### src/rtl/router_ingress_ctrl.sv
// Ingress controller of the 1x3 router: decodes packet headers, steers bytes into the
// selected output FIFO with full/empty flow control, and checks parity and length.
module router_ingress_ctrl #(
    parameter int PORTS = 3
) (
    input  logic             clk,
    input  logic             resetn,
    input  logic             pkt_valid,
    input  logic [7:0]       data_in,
    output logic             busy,
    input  logic [PORTS-1:0] fifo_full,
    input  logic [PORTS-1:0] fifo_empty,
    input  logic [PORTS-1:0] soft_reset,
    output logic [PORTS-1:0] write_enb,
    output logic             lfd_state,
    output logic [7:0]       data_out,
    output logic             err,
    output logic             len_err
);

    typedef enum logic [2:0] {
        DECODE,
        DROP,
        WAIT_EMPTY,
        LOAD_FIRST,
        LOAD_DATA,
        PARITY_DONE
    } state_t;

    state_t      state;
    logic [1:0]  addr;
    logic [7:0]  hdr;
    logic [7:0]  parity;
    logic [7:0]  parity_byte;
    logic [5:0]  count;
    logic        wr_pending;

    logic        full_sel;
    logic        empty_sel;
    logic        srst_sel;
    logic        hdr_empty;
    logic        hdr_ok;
    logic        wr_fire;
    logic        accept;
    logic        in_packet;

    // Per-port flag lookup; addresses beyond PORTS read as 0.
    function automatic logic pick(input logic [PORTS-1:0] v, input logic [1:0] idx);
        pick = 1'b0;
        for (int i = 0; i < PORTS; i++) begin
            if (idx == 2'(i)) pick = v[i];
        end
    endfunction

    always_comb begin
        full_sel  = pick(fifo_full, addr);
        empty_sel = pick(fifo_empty, addr);
        srst_sel  = pick(soft_reset, addr);
        hdr_empty = pick(fifo_empty, data_in[1:0]);
        hdr_ok    = int'(data_in[1:0]) < PORTS;
        wr_fire   = wr_pending & ~full_sel;
        busy      = (state == WAIT_EMPTY) || (state == LOAD_FIRST) ||
                    (state == PARITY_DONE) || (wr_pending && full_sel);
        accept    = !busy && ((state == DECODE && pkt_valid) ||
                              (state == DROP) || (state == LOAD_DATA));
        in_packet = (state == WAIT_EMPTY) || (state == LOAD_FIRST) ||
                    (state == LOAD_DATA) || (state == PARITY_DONE);
        for (int i = 0; i < PORTS; i++) begin
            write_enb[i] = wr_pending && (addr == 2'(i)) && !fifo_full[i];
        end
    end

    always_ff @(posedge clk) begin
        if (!resetn) begin
            state       <= DECODE;
            addr        <= 2'd0;
            hdr         <= 8'd0;
            parity      <= 8'd0;
            parity_byte <= 8'd0;
            count       <= 6'd0;
            wr_pending  <= 1'b0;
            data_out    <= 8'd0;
            lfd_state   <= 1'b0;
            err         <= 1'b0;
            len_err     <= 1'b0;
        end else begin
            lfd_state <= 1'b0;
            if (wr_fire) wr_pending <= 1'b0;

            // Soft reset of the active port abandons the packet; flags keep their value.
            if (in_packet && srst_sel) begin
                state      <= DECODE;
                wr_pending <= 1'b0;
            end else begin
                case (state)
                    DECODE: begin
                        if (accept) begin
                            if (!hdr_ok) begin
                                state <= DROP;
                            end else begin
                                addr    <= data_in[1:0];
                                hdr     <= data_in;
                                parity  <= data_in;
                                count   <= 6'd0;
                                err     <= 1'b0;
                                len_err <= 1'b0;
                                if (hdr_empty) begin
                                    state     <= LOAD_FIRST;
                                    lfd_state <= 1'b1;
                                end else begin
                                    state <= WAIT_EMPTY;
                                end
                            end
                        end
                    end
                    DROP: begin
                        if (accept && !pkt_valid) state <= DECODE;
                    end
                    WAIT_EMPTY: begin
                        if (empty_sel) begin
                            state     <= LOAD_FIRST;
                            lfd_state <= 1'b1;
                        end
                    end
                    LOAD_FIRST: begin
                        data_out   <= hdr;
                        wr_pending <= 1'b1;
                        state      <= LOAD_DATA;
                    end
                    LOAD_DATA: begin
                        // busy=0 here guarantees any previous pending byte is written this edge.
                        if (accept) begin
                            data_out   <= data_in;
                            wr_pending <= 1'b1;
                            if (pkt_valid) begin
                                parity <= parity ^ data_in;
                                count  <= count + 6'd1;
                            end else begin
                                parity_byte <= data_in;
                                state       <= PARITY_DONE;
                            end
                        end
                    end
                    PARITY_DONE: begin
                        if (!wr_pending || wr_fire) begin
                            err     <= (parity != parity_byte);
                            len_err <= (count != hdr[7:2]);
                            state   <= DECODE;
                        end
                    end
                    default: state <= DECODE;
                endcase
            end
        end
    end

endmodule

### config.mk
export PLATFORM = sky130hd
export DESIGN_NAME = router_ingress_ctrl
export DESIGN_NICKNAME = d
export VERILOG_FILES = /design/src/rtl/router_ingress_ctrl.sv
export SDC_FILE = /design/constraint.sdc
export NUM_CORES = 1
export LEC_CHECK = 0
export CAP_MARGIN = 0
export CELL_PAD_IN_SITES_DETAIL_PLACEMENT = 1
export CELL_PAD_IN_SITES_GLOBAL_PLACEMENT = 2
export CORE_MARGIN = 2
export CORE_UTILIZATION = 33
export CTS_CLUSTER_SIZE = 40
export DETAILED_ROUTE_END_ITERATION = 16
export PLACE_DENSITY_LB_ADDON = 0.15
export SLEW_MARGIN = 20
export SYNTH_ARGS = -nofsm -noshare
export SYNTH_HDL_FRONTEND = slang
export SYNTH_SLANG_ARGS = --single-unit
### constraint.sdc
create_clock -name clk -period 3.5 [get_ports clk]
set_input_delay 0.35 -clock clk [delete_from_list [all_inputs] [get_ports clk]]
set_output_delay 0.35 -clock clk [all_outputs]
set_load 0.01 [all_outputs]
Word-level counts from Yosys, hierarchy flattened
Cells that the tools add are included.
- ROM bits: 0
- latch bits: 0
- memories: 0
- register bits: 47
- input bits: 20
- bits in writable memories: 0
- logic and storage cells: 123
- output and inout bits: 15
- multiply operators: 0
- add/subtract/negate cells: 1
- reduce and logical (&&, ||, !) cells: 38
- order comparisons: 1
- muxes and demuxes: 47
- bitwise logic cells: 6
- equality and inequality tests: 19
- shifts and indexed selects: 0
- divide/modulo/power cells: 0
- operators by type and width (operator ; number):
    8-bit two-way mux ; 5
    8-bit one-hot mux with 2 select lines ; 2
    6-bit two-way mux ; 4
    1-bit two-way mux ; 23
    3-bit two-way mux ; 6
    3-bit one-hot mux with 6 select lines ; 1
    2-bit inequality test (second input constant) ; 6
    6-bit one-hot mux with 2 select lines ; 1
    6-bit AND reduction ; 2
    1-bit logical AND ; 11
    1-bit logical OR ; 8
    8-bit inequality test ; 1
    1-bit one-hot mux with 2 select lines ; 4
    4-bit AND reduction ; 2
    8-bit bitwise XOR ; 1
    6-bit by 1-bit adder with 6-bit output (second input constant) ; 1
    3-bit by 2-bit == test with 1-bit output (second input constant) ; 2
    3-bit == test (second input constant) ; 2
    1-bit zero test ; 6
    6-bit inequality test ; 1
    2-bit nonzero test ; 3
    5-bit AND reduction ; 1
    2-bit by 1-bit == test with 1-bit output (second input constant) ; 2
    2-bit == test (second input constant) ; 2
    other kinds (10) ; 15

Logic depth before layout (Yosys ltp)
- word-level depth: 11
- depth in mapped cells: 10

Worst setup path after synthesis
Ideal clock, no wire load.
- kind: reg-to-reg
- from: reg state[2]
- to: reg parity_byte[1]
- cell stages (with the launch flop): 10
- path buffers: 2
- required time: 3.372 ns
- setup time: 0.128 ns
- data arrival time: 2.362 ns
- slack: 1.010 ns
- cell sequence: dfxtp_1 -> clkbuf_1 -> inv_1 -> ha_1 -> and4bb_1 -> a21o_1 -> buf_6 -> a2111oi_4 -> mux2i_1 -> nor2_1
- word-level cells in the longest chain between the ends: 7
- elaborated cells between the ends (all ways): 19
- classes of those cells: 5 x eq/ne; 1 x bitwise; 13 x reduce/logical
- RTL lines (item ; RTL line ; text):
    start, declared ; 30 ; state_t state;
    start signal, assigned ; 75 ; state <= DECODE;
    start signal, assigned ; 92 ; state <= DECODE;
    start signal, assigned ; 99 ; state <= DROP;
    3-bit by 2-bit == test with 1-bit output ; 62, 66 ;
    1-bit logical OR ; 62, 66 ;
    1-bit logical OR (on tied branches) ; 62, 66 ;
    1-bit logical OR (on tied branches) ; 63, 67 ;
    1-bit zero test or 1-bit logical AND (tied branches) ; 64, 91 ;
    1-bit logical AND or 1-bit NOT (tied branches) ; -- ;
    4-bit AND reduction (no line) (*) ; -- ;
    end signal, assigned ; 139 ; parity_byte <= data_in;
    end, declared ; 34 ; logic [7:0] parity_byte;
Every way passes the cells marked *; elsewhere a longest branch is shown, timed or not.
A chain may end at the register's enable or synchronous reset.

Final worst setup path
Same ends and word-level chain as after synthesis.

==> metrics.log <==
[metrics] total negative slack: 0 ps
[metrics] diode insertion count for antenna repair: 0
[metrics] leakage: 1.06 nW
[metrics] average detailed-routed wire length per instance: 17.0 um
[metrics] RSZ-0062 raised after global routing: false
[metrics] count of final hold-check violations: 0
[metrics] most used flip-flop cell after synthesis: dfxtp_1
[metrics] count of hold-fix buffers inserted at cts: 0
[metrics] First DRT Iteration DRCs: 50
[metrics] P per Cell Area: 672 nW/um^2
[metrics] TritonCTS Buffers: 5
[metrics] maximum number of pins on one net before global-route repair: 36
[metrics] Core Rows: 31
[metrics] CP Launch Type: register
[metrics] initial core utilization: 0.342
[metrics] CP Data Required Time: 3700 ps
[metrics] fin crit share: 0.779
[metrics] Critical Path AT: 2920 ps
[metrics] Bufs on Longest Clock Path: 2
[metrics] # Max-Cap Violations: 0
[metrics] slew at the pin closest to its max-slew limit: 803 ps
[metrics] gr usage total: 0.178
[metrics] count of nets after finishing: 345
[metrics] Synth Net Count: 318
[metrics] PnR Total Power: 2.03 mW
[metrics] Final Wtd Congestion: 0.784
[metrics] via count of the routed design: 2285
[metrics] cell area after synthesis: 2500 um^2
[metrics] total clock sinks: 45
[metrics] peak ir drop on the vdd network: 0.293 mV
[metrics] share of synthesized flip-flops with an asynchronous set or reset: 0
[metrics] Die Outline Area: 8280 um^2
[metrics] count of TritonRoute iterations in the first routing pass: 4
[metrics] launch point of the worst hold path: data_out[3]$_SDFFE_PN0P_
[metrics] top post-synthesis cells by area: dfxtp_1 36%, mux2i_1 10%, nor2_1 5.0%
[metrics] setup fix buffers added after clock tree synthesis: 0
[metrics] TritonCTS clock tree: done
[metrics] worst min-delay path endpoint: data_out[3]$_SDFFE_PN0P_
[metrics] crit path time final: 2730 ps
[metrics] Tightest Hold Check Type: register to register
[metrics] flop and latch count out of synthesis: 45
[metrics] Setup Skew: 6.43 ps
[metrics] leading cell type in the layout, fill and taps excluded: dfxtp_1
[metrics] H-tree levels: 2
[metrics] path depth of the worst reg2reg path: 7
[metrics] Synth Instances: 296
[metrics] relative area change from synthesis to final layout: 20.9%
[metrics] input/output buffers: 34
[metrics] Worst Path Class, Setup: register to register
[metrics] worst flop-to-flop path startpoint: state[2]$_SDFFE_PP0P_
[metrics] max_slew headroom: 0.465
[metrics] EDFF count, synth: 0
[metrics] proportion of layout cells with a drive suffix above 1: 0.0556
[metrics] x dimension of the die: 91.0 um
[metrics] die height: 91.0 um
[metrics] Synth top area share: 0.361
[metrics] I/O pin total: 35
[metrics] most frequent cells in the layout: 45 x dfxtp_1, 34 x clkdlybuf4s50_1, 33 x nor2_1, 26 x mux2i_1, 23 x a21oi_1
[metrics] Layout fillers: 895
[metrics] achievable clock frequency: 367 MHz
[metrics] number of instances on the worst hold path: 2
[metrics] clock transition at the registers of the reported paths: 90 ps
[metrics] maximum fanout along the worst path: 12
[metrics] count of placed standard cells including taps: 415
[metrics] Ys Warns: 0
[metrics] Worst setup EP type: register
[metrics] remaining number of nets flagged by the antenna check after routing: 0
[metrics] non-filler instance count after layout: 423
[metrics] sequential cell area fraction in the yosys report: 0.361
[metrics] count of unresolved DRC violations after routing: 0
[metrics] wirelength, routed: 7180 um
[metrics] antenna violations before repair: 0
[metrics] Std-Cell Core Area: 7290 um^2
[metrics] wire length of the first global-routing pass: 11800 um
[metrics] status: complete, no violations
[metrics] reg-to-reg slack, setup: 770 ps
[metrics] Setup Viol. Count Final: 0
[metrics] post-detail-place hpwl: 5080 um
[metrics] destination of the worst register-to-register timing path: parity_byte[1]$_SDFFE_PN0P_
[metrics] Clock Root Buffer: clkbuf_8
[metrics] largest area contributor in the netlist: dfxtp_1
[metrics] Worst-Skew Late Latency: 310 ps
[metrics] Yosys cell types: 43
[metrics] post-cts gate resize count: 0
[metrics] GRT Residual Overflow: 0
[metrics] number of vias per cell: 5.40
[metrics] startpoint of the worst setup timing path: state[2]$_SDFFE_PP0P_
[metrics] via count of the first global-routing pass: 2290
[metrics] max-slew violations: 0
[metrics] per-instance average area after synthesis: 8.43 um^2
through the flow:
stage | setup WS (ps) | cell area [um^2] | utilization | hold WS [ps]
global placement | 864 | 2910 | 0.398 | 454
global route | 563 | 3020 | 0.414 | 490
finish | 773 | 3020 | 0.414 | 467
CTS | 772 | 3020 | 0.414 | 471
detailed placement | 786 | 2910 | 0.398 | 457
floorplan | 1010 | 2500 | - | 477
synthesized netlist by cell type, types with 2 or more instances:
| cell | n |
|---|---|
| buf_2 | 2 |
| inv_1 | 4 |
| a21oi_1 | 23 |
| mux2i_1 | 26 |
| xnor2_1 | 13 |
| a211oi_2 | 2 |
| a211oi_1 | 2 |
| a21o_1 | 10 |
| xor2_1 | 4 |
| dfxtp_1 | 45 |
| ha_1 | 2 |
| a2111oi_0 | 2 |
| and3_1 | 3 |
| o2111ai_1 | 4 |
| nand2b_1 | 2 |
| nand3_1 | 17 |
| or3_1 | 5 |
| nor3_1 | 3 |
| nand4_1 | 4 |
| o21ai_0 | 22 |
| nand2_1 | 16 |
| a31oi_1 | 8 |
| nor2b_1 | 2 |
| nand3b_1 | 10 |
| clkbuf_1 | 14 |
| buf_6 | 2 |
| nor2_1 | 33 |
final cells by class:
class / count / area, um^2 / share of cell area
clock inverter: 2 / 38.8 / 0.0129
tap: 99 / 124 / 0.0411
timing repair buffer: 39 / 378 / 0.125
multi-input combinational: 227 / 1480 / 0.492
sequential: 45 / 901 / 0.299
clock buffer: 6 / 72.6 / 0.0241
inverter: 5 / 18.8 / 0.00622
routing by layer:
metal | track usage | up-vias | part of all wire
met3 | 0.0290 | 10 | 0.031
met4 | 0.0669 | 0 | 0.020
li1 | - | 1125 | -
met2 | 0.294 | 40 | 0.48
met5 | 0 | - | 0
met1 | 0.232 | 1110 | 0.47
cell families (layout without fill, tap and decap cells):
| family | after synthesis | in the layout | synth area share |
|---|---|---|---|
| flops | 45 | 45 | 0.361 |
| compound gates | 78 | 78 | 0.203 |
| xor+xnor | 17 | 17 | 0.0596 |
| mux | 27 | 27 | 0.109 |
| fa+ha+maj | 2 | 2 | 0.0100 |
| buf+inv | 24 | 52 | 0.0446 |
| simple gates | 103 | 103 | 0.214 |
power by group:
part / leakage [nW] / switching, mW / internal (mW)
registers: 0.365 / 0.135 / 0.600
logic: 0.638 / 0.508 / 0.372
clock network: 0.0554 / 0.198 / 0.215
total: 1.06 / 0.842 / 1.19
state kept, by name (all words and copies together), names as in the netlist:
name	count
data_out	8
parity	8
parity_byte	8
hdr	7
count	6
state	3
addr	1
err	1
len_err	1
lfd_state	1
wr_pending	1
how the worst max path moves through the flow:
stage / endpoint / slack [ps] / cells past startpoint
finish: parity_byte[1]$_SDFFE_PN0P_ / 770 / 7
global route: parity_byte[1]$_SDFFE_PN0P_ / 560 / 7
CTS: parity_byte[1]$_SDFFE_PN0P_ / 770 / 7
detailed placement: parity_byte[1]$_SDFFE_PN0P_ / 790 / 7
global placement: parity_byte[0]$_SDFFE_PN0P_ / 860 / 7
floorplan: parity_byte[1]$_SDFFE_PN0P_ / 1010 / 9
critical path, stage by stage, from the launching register on:
cell       delay, ps
dfxtp_1          550
inv_1            130
ha_1             310
and4bb_1         220
a21o_1           280
a2111oi_4        790
mux2i_1          270
nor2_1            60
Note: power is estimated with default switching activity, not from simulation.
